--- config.mk ---
export PLATFORM = sky130hd
export DESIGN_NAME = line_buf_addr_gen
export DESIGN_NICKNAME = d
export VERILOG_FILES = /design/src/rtl/line_buf_addr_gen_pkg.sv /design/src/rtl/line_buf_addr_gen_counter.sv /design/src/rtl/line_buf_addr_gen.sv
export SDC_FILE = /design/constraint.sdc
export NUM_CORES = 1
export LEC_CHECK = 0
export CAP_MARGIN = 15
export CORE_AREA = 3 3 55 57
export CTS_CLUSTER_SIZE = 30
export DETAILED_ROUTE_END_ITERATION = 7
export DIE_AREA = 0 0 58 60
export DONT_BUFFER_PORTS = 1
export PLACE_DENSITY = 0.72
export SLEW_MARGIN = 20
export SYNTH_ARGS = -nofsm -noshare
export SYNTH_HDL_FRONTEND = slang
export SYNTH_SLANG_ARGS = --single-unit
--- constraint.sdc ---
create_clock -name clk_i -period 2 [get_ports clk_i]
set_input_delay 0.2 -clock clk_i [delete_from_list [all_inputs] [get_ports clk_i]]
set_output_delay 0.2 -clock clk_i [all_outputs]
set_load 0.005 [all_outputs]
--- src/rtl/line_buf_addr_gen_pkg.sv ---
// Shared defaults and helpers for the line-buffer address generator.
// Holds the default geometry, the read-threshold derivation and a
// modulo-add used by both the pointer counters and the tap decoder.
package line_buf_addr_pkg;

  localparam int unsigned DEFAULT_DEPTH  = 15;
  localparam int unsigned DEFAULT_TAPS   = 3;
  localparam int unsigned DEFAULT_STRIDE = 3;

  // A read needs enough data for the whole stride and for the taps at or
  // ahead of the centre tap, whichever is larger.
  function automatic int unsigned rd_need(input int unsigned stride,
                                          input int unsigned taps);
    int unsigned ahead;
    ahead = taps - taps / 2;
    return (stride > ahead) ? stride : ahead;
  endfunction

  // Modulo add for operands already reduced below m; one conditional
  // subtract is enough, so unused codes above m-1 are never produced.
  function automatic int unsigned mod_add(input int unsigned a,
                                          input int unsigned b,
                                          input int unsigned m);
    int unsigned s;
    s = a + b;
    if (s >= m) s = s - m;
    return s;
  endfunction

endpackage

--- src/rtl/line_buf_addr_gen_counter.sv ---
// Modulo-DEPTH counter that advances by STEP when enabled.
// Synchronous reset has priority over the synchronous clear.
module mod_step_counter
  import line_buf_addr_pkg::*;
#(
  parameter int unsigned DEPTH = DEFAULT_DEPTH,
  parameter int unsigned STEP  = 1,
  parameter int unsigned AW    = 4
) (
  input  logic          clk_i,
  input  logic          rst_i,
  input  logic          clr_i,
  input  logic          en_i,
  output logic [AW-1:0] count_o
);

  logic [AW-1:0] count_q;
  logic [AW-1:0] count_d;

  // Next count: wrap exactly at DEPTH, hold when not enabled.
  always_comb begin
    count_d = count_q;
    if (en_i) count_d = AW'(mod_add(32'(count_q), STEP, DEPTH));
  end

  // Count register with reset and soft clear both returning to zero.
  always_ff @(posedge clk_i) begin
    if (rst_i)      count_q <= '0;
    else if (clr_i) count_q <= '0;
    else            count_q <= count_d;
  end

  assign count_o = count_q;

endmodule

--- src/rtl/line_buf_addr_gen.sv ---
// Line-buffer address generator: write pointer, strided multi-tap read
// base, fill tracking and wrap pulse.
// Optional sticky protocol-error flag enabled by LINE_BUF_ADDR_GEN_ERR_EN;
// without it err_o is tied low.
module line_buf_addr_gen
  import line_buf_addr_pkg::*;
#(
  parameter int unsigned DEPTH  = DEFAULT_DEPTH,
  parameter int unsigned TAPS   = DEFAULT_TAPS,
  parameter int unsigned STRIDE = DEFAULT_STRIDE,
  localparam int unsigned AW    = (DEPTH > 1) ? $clog2(DEPTH) : 1
) (
  input  logic               clk_i,
  input  logic               rst_i,
  input  logic               clr_i,
  input  logic               wr_en_i,
  input  logic               rd_en_i,
  output logic [AW-1:0]      wr_addr_o,
  output logic [TAPS*AW-1:0] rd_addr_o,
  output logic               rd_ok_o,
  output logic               full_o,
  output logic [AW:0]        fill_o,
  output logic               wr_wrap_o,
  output logic               err_o
);

  localparam int unsigned RD_NEED    = rd_need(STRIDE, TAPS);
  localparam logic [AW:0] DEPTH_W    = (AW+1)'(DEPTH);
  localparam logic [AW:0] STRIDE_W   = (AW+1)'(STRIDE);
  localparam logic [AW:0] RD_NEED_W  = (AW+1)'(RD_NEED);
  localparam logic [AW:0] ONE_W      = (AW+1)'(1);
  localparam logic [AW-1:0] LAST_W   = AW'(DEPTH - 1);

  if ((TAPS % 2) == 0 || DEPTH < TAPS || STRIDE < 1 || STRIDE > DEPTH) begin : g_bad_params
    $error("line_buf_addr_gen: illegal DEPTH/TAPS/STRIDE combination");
  end

  logic [AW-1:0] wr_addr;
  logic [AW-1:0] base;
  logic [AW:0]   fill_q;
  logic [AW:0]   fill_d;
  logic          wr_wrap_q;
  logic          full;
  logic          rd_ok;
  logic          wr_acc;
  logic          rd_acc;

  assign full   = (fill_q == DEPTH_W);
  assign rd_ok  = (fill_q >= RD_NEED_W);
  assign wr_acc = wr_en_i & ~full;
  assign rd_acc = rd_en_i & rd_ok;

  mod_step_counter #(.DEPTH(DEPTH), .STEP(1), .AW(AW)) u_wr_ptr (
    .clk_i   (clk_i),
    .rst_i   (rst_i),
    .clr_i   (clr_i),
    .en_i    (wr_acc),
    .count_o (wr_addr)
  );

  mod_step_counter #(.DEPTH(DEPTH), .STEP(STRIDE), .AW(AW)) u_rd_base (
    .clk_i   (clk_i),
    .rst_i   (rst_i),
    .clr_i   (clr_i),
    .en_i    (rd_acc),
    .count_o (base)
  );

  // Each tap sits at a fixed offset around the base, centred on tap TAPS/2.
  for (genvar t = 0; t < TAPS; t++) begin : g_tap
    localparam int unsigned OFFS = (t + DEPTH - TAPS / 2) % DEPTH;
    assign rd_addr_o[t*AW +: AW] = AW'(mod_add(32'(base), OFFS, DEPTH));
  end

  // Fill update: a write and a read accepted together both apply.
  always_comb begin
    fill_d = fill_q;
    if (wr_acc) fill_d = fill_d + ONE_W;
    if (rd_acc) fill_d = fill_d - STRIDE_W;
  end

  // Fill register and the one-cycle wrap pulse after writing the last slot.
  always_ff @(posedge clk_i) begin
    if (rst_i || clr_i) begin
      fill_q    <= '0;
      wr_wrap_q <= 1'b0;
    end else begin
      fill_q    <= fill_d;
      wr_wrap_q <= wr_acc && (wr_addr == LAST_W);
    end
  end

`ifdef LINE_BUF_ADDR_GEN_ERR_EN
  logic err_q;

  // Sticky error on a write into a full buffer or a read below threshold.
  always_ff @(posedge clk_i) begin
    if (rst_i)                                      err_q <= 1'b0;
    else if (clr_i)                                 err_q <= 1'b0;
    else if ((wr_en_i && full) || (rd_en_i && !rd_ok)) err_q <= 1'b1;
  end

  assign err_o = err_q;
`else
  assign err_o = 1'b0;
`endif

  assign wr_addr_o = wr_addr;
  assign rd_ok_o   = rd_ok;
  assign full_o    = full;
  assign fill_o    = fill_q;
  assign wr_wrap_o = wr_wrap_q;

endmodule
# Yosys cells after proc, flatten, opt, wreduce, memory -nomap -nowiden
# Index checks and enable logic that the tools add are counted.
[classes] n_mux=7 n_eq_ne=2 add_sub_neg=11 n_bitwise=3 n_reduce_logical=3 n_lt_le_gt_ge=6
[op_table] operator="$ge 5x4->1 const B" n=4
[op_table] operator="$mux 4" n=5
[op_table] operator="$sub 4x4->4 const B" n=5
[op_table] operator="$add 4x1->5 const B" n=2
[op_table] operator="$mux 5" n=2
[op_table] operator="$add 4x2->5 const B" n=1
[op_table] operator="$add 4x4->5 const B" n=1
[op_table] operator="$add 5x1->5 const B" n=1
[op_table] operator="$eq 5x4->1 const B" n=1
[op_table] operator="$ge 5x2->1 const B" n=1
[op_table] operator="$sub 5x2->5 const B" n=1
[op_table] operator="$eq 4x4->1 const B" n=1
[op_table] operator="$ge 4x4->1 const B" n=1
[op_table] operator="$and 1x1->1" n=2
[op_table] operator="$reduce_or 2->1" n=1
[op_table] operator="$logic_and 1x1->1" n=1
[op_table] operator="$logic_or 1x1->1" n=1
[op_table] operator="$not 1->1" n=1
[totals] register_bits=14 word_cells=36 input_bits=5 output_inout_bits=25

# Depth between registers and ports, before layout
[logic_depth] depth_word=6 mapped_depth=9

# Hierarchy
# Synthesis repeated with hierarchy kept, for this count alone.
[hier_totals] hier_cells=182 area_unflattened_um2=1438.9
[by_module_without_submodules] module="line_buf_addr_gen" instances=1 cells_each=112 area_per_inst_um2=818.3 seq_area_each_um2=120.1
[by_module_without_submodules] module="mod_step_counter at u_wr_ptr" instances=1 cells_each=43 area_per_inst_um2=371.6 seq_area_each_um2=80.1
[by_module_without_submodules] module="mod_step_counter at u_rd_base" instances=1 cells_each=27 area_per_inst_um2=249.0 seq_area_each_um2=80.1

# Worst setup path before layout
# OpenSTA, ideal clock, no wires.
[synth_timing] kind="register to register" from="register fill_q[0], in the netlist fill_o[0]" to="register fill_q[4], in the netlist fill_o[4]" required_time_ns=1.869 t_arrival_ns=1.855 setup_ns=0.131 setup_slack_ns=0.014 stages_incl_launch_ff=10 period_less_slack_ns=1.986 path_buffers=1 path_cell_list="dfxtp_1 ha_1 and3_1 ha_1 nor2b_1 buf_2 o21ai_1 nor3b_4 nand3_1 nor3b_2"
[synth_between] elab_chain_len=6
[synth_rtl] item="start, declared" line_no="line_buf_addr_gen.sv:40" text="logic [AW:0] fill_q;"
[synth_rtl] item="start signal, assigned" line_no="line_buf_addr_gen.sv:88" text="fill_q <= fill_d;"
[synth_rtl] item="$eq 5x4->1 *" line_no="line_buf_addr_gen.sv:48" text="assign full = (fill_q == DEPTH_W);"
[synth_rtl] item="net full_o" line_no="line_buf_addr_gen.sv:21" text="output logic full_o,"
[synth_rtl] item="$not 1->1 *" line_no="line_buf_addr_gen.sv:50" text="assign wr_acc = wr_en_i & ~full;"
[synth_rtl] item="$and 1x1->1 *" line_no="line_buf_addr_gen.sv:50"
[synth_rtl] item="$mux 5 *" line_no="line_buf_addr_gen.sv:78" text="if (wr_acc) fill_d = fill_d + ONE_W;"
[synth_rtl] item="$sub 5x2->5" line_no="line_buf_addr_gen.sv:79" text="if (rd_acc) fill_d = fill_d - STRIDE_W;"
[synth_rtl] item="$mux 5 *" line_no="line_buf_addr_gen.sv:79"
# The timed path passes the listed nets; every way through them passes the cells marked *.
# A chain may end at the register's enable or synchronous reset.

# Worst setup path after layout
[layout_timing] from="register u_rd_base.count_q[1], in the netlist u_rd_base.count_o[1]" to="output rd_addr_o[8]"
[layout_between] elab_chain_len=3
[layout_rtl] item="start, declared" line_no="line_buf_addr_gen_counter.sv:17" text="logic [AW-1:0] count_q;"
[layout_rtl] item="start signal, assigned" line_no="line_buf_addr_gen_counter.sv:30" text="else count_q <= count_d;"
[layout_rtl] item="$add 4x1->5" line_no="line_buf_addr_gen_pkg.sv:25" text="s = a + b;"
[layout_rtl] item="$ge 5x4->1" line_no="line_buf_addr_gen_pkg.sv:26" text="if (s >= m) s = s - m;"
[layout_rtl] item="$mux 4" line_no="line_buf_addr_gen_pkg.sv:26"
[layout_rtl] item="end, declared" line_no="line_buf_addr_gen.sv:19" text="output logic [TAPS*AW-1:0] rd_addr_o,"
# Every way passes these cells.

==> results.md <==
- Status: complete, no violations
- Wire per inst: 16.6 um
- Clock Skew: between 0.001 and 0.0015 ns
- Syn Area/Cell: 7.47 sq um
- Cells after synthesis: 191
- PwrDens: 307 nW/um^2
- Post-synthesis adder-cell area fraction: 11.9%
- Worst slew pin tran: 0.593 ns
- Filler instances: 189
- Setup TNS: 0 ns
- H-tree depth: 1
- Top_reg_cell synth: dfxtp_1
- Compound-Gate Fraction of Synth Area: roughly a quarter
- Warnings, synthesis: 0
- Top sig layer: met4
- Max-capacitance violation count: 0
- Clk_lat worst skew: between 0.2 and 0.3 ns
- First-pass GRT wire length: 6.08 mm
- Clock power share: 29.2%
- Synth top cells by count: 25 x nand2_1, 17 x nor2_1, 14 x dfxtp_1
- Startpoint Class: flip-flop
- LEAKAGE: 0.685 nW
- Number of synthesized flops with an enable pin: 0
- Die Height: around 60 um
- Nets: around 230
- Min Clock Period, post-route: 1.98 ns
- Max Freq: 506 MHz
- Critical path required time: 1.80 ns
- Reg power frac: around 53%
- Global route overflow: 0
- Critical path class: flip-flop to output pin
- Internal Power: 0.394 mW
- Die ar.: 3480 sq um
- Xor-xnor portion of the synthesized cell area: between 8 and 9%
- Max_slew headroom: slightly above 60%
- I/O Buffers: 0
- All-Layer GR Usage: 22.1%
- Register area share after synthesis: between 10% and 20%
- Core area: 2520 sq um
- Most common cell in the synthesized netlist: nand2_1
- Core Util, Final: between 70 and 80%
- Post-DRT Antenna Nets: 0
- TritonCTS Buffers: 3
- Sw Ratio: 27.9%
- Met1 wire length: 1.67 mm
- ANT cells: 0
- Routed WL: 3.93 mm
- Crit path max fanout: 6
- P_sw: 0.152 mW
- Post-Synthesis Net Count: between 200 and 250
- Final critical-path share of the clock period: a little over nine tenths
- Largest cells by area after synthesis: dfxtp_1 20%, ha_1 11%, nand2_1 6.6%, xnor2_1 4.9%, nor2_1 4.5%
- Via count: 1,459
- Layout cells sized above 1: between 20 and 30%
- Min-Delay Path Class: primary input to flip-flop
- Clock sink count: 14
- Worst path max stage delay: 0.43 ns
- Die width: 58 um
- Crit path cell chain: ha_4 > nand2_4 > or3b_4 > a21oi_4 > a21o_1 > a22o_1
- Crit path capture type: output pin
- Comb power frac: 18.1%
- RSZ-0062 raised after global routing: yes
- Number of top-level pins: 30
- Max stage delay cell, worst path: dfxtp_4
- CTS tree: done
- Met3 wire length: 222 um
- GP Congestion: slightly above 0.9
- #FFs+latches synth: 14
- Async SR Flop Fraction: 0%
- Pin count of the biggest net entering global routing: 17
- Pins Over Slew Limit: 0
- Initial Util: ~57%
- Initial DRT Pass Iterations: 4
- Netlist cell types: 51
- # DRC: 0
- Synth top area share: between 10% and 20%
- Area delta synth->final: 24.7%
- Vias per cell: 6.16
- Post-Synthesis Cell Area: 1430 sq um
- Row cnt: 18
- CTS Hold Bufs: 0
- Largest family of logic cells by synthesized area: simple AND/OR/NAND/NOR gates
- Setup-failing EPs final: 0
- Vias in the first global route: 1,372
- Peak VDD IR: 0.452 mV
- Final hold viol count: 0
- CTS root buffer: clkbuf_4
- Simple-gate share of the synthesized area: 27.2%
- Largest area contributor in the netlist: dfxtp_1
- Met2 WL: 1.99 mm
- Number of antenna violations at the first check in global routing: 0
- Worst Path Arrival: between 1.5 and 2 ns
- DPL Wire Length: 2.58 mm
- Max clock buf depth: 2
- Mux cell area share after synthesis: 0%
- Starting DRC count in detailed routing: 77
- Clock-pin slew on the worst setup and hold paths: 0.08 ns
[logic make-up (layout without fill, tap and decap cells)]
logic type | count (synthesis) | after routing
adder cells (fa/ha/maj) | 14 | 14
other | 1 | 1
buffers and inverters | 21 | 37
flip-flops | 14 | 14
XOR/XNOR | 14 | 14
AND/OR/NAND/NOR | 74 | 74
AO/OA/AOI/OAI | 53 | 53
[registers in the layout, indices dropped and copies added (netlist names)]
signal	cells
fill_o	5
u_rd_base.count_o	4
u_wr_ptr.count_o	4
wr_wrap_o	1
[placed cells by master (no fill, tap or decap), drive strengths merged, types with 5 or more instances in the layout]
cell type and n:
nand3 5, buf 27, xor2 6, nand2 25, inv 6, dfxtp 14, nor4 6, a211oi 7
nor2 17, xnor2 8, o21ai 13, ha 12, a21oi 12
[cell type report]
| class | instances | area [sq um] | share of cell area [%] |
|---|---|---|---|
| Clock buffer | 3 | 22.5 | 1.27 |
| Timing Repair Buffer | 27 | 206 | 11.6 |
| Sequential cell | 14 | 292 | 16.4 |
| Tap cell | 30 | 37.5 | 2.11 |
| Inverter | 7 | 31.3 | 1.76 |
| Multi-Input combinational cell | 156 | 1190 | 66.9 |
[power groups by stage]
stage / Sequential (mW) / Clock (mW) / Combinational [mW]
finish: 0.289 / 0.160 / 0.0989
global route: 0.290 / 0.182 / 0.108
detailed placement: 0.295 / 0 / 0.0885
global placement: 0.295 / 0 / 0.0858
floorplan: 0.297 / 0 / 0.0659
CTS: 0.287 / 0.169 / 0.0908
[metrics by stage]
stage / worst slack (ns) / hold WS, ns / std cells / instance area (sq um) / total power [mW]
5_1_grt: -0.0652 / 0.159 / 237 / 1780 / 0.580
3_5_place_dp: -0.0118 / 0.443 / 224 / 1520 / 0.384
3_3_place_gp: 0.103 / 0.452 / 224 / 1520 / 0.381
2_1_floorplan: 0.0140 / 0.392 / 191 / 1430 / 0.363
6_report: 0.0226 / 0.146 / 237 / 1780 / 0.547
4_1_cts: 0.000590 / 0.135 / 230 / 1620 / 0.547
[metal layers]
metal  up-vias  track usage (%)
met1       680             27.3
met3         4             6.48
met2        52             37.3
li1        723                -
met5         -                0
met4         0             5.96
[worst paths after layout]
path	from	end	slack (ns)	depth (start not counted)
setup reg to reg	fill_o[3]	fill_o[4]	0.09	7
setup / recovery	u_rd_base.count_o[1]	rd_addr_o[8]	0.02	6
hold / removal	rst_i	fill_o[2]	0.15	2
hold reg to reg	u_rd_base.count_o[1]	u_rd_base.count_o[1]	0.66	2
[worst max-delay path, delay by kind of cell (launching register included)]
family,cells,cell delay [ns]
flops,1,0.43
simple gates,2,0.43
compound gates,3,0.46
fa+ha+maj,1,0.17
[what timing repair did]
action	CTS	global route
pin swaps	9	11
setup endpoints to repair	8	10
cloned	0	0
gates resized for setup	17	23
setup buffers	3	7
(Power assumes the default switching activity.)
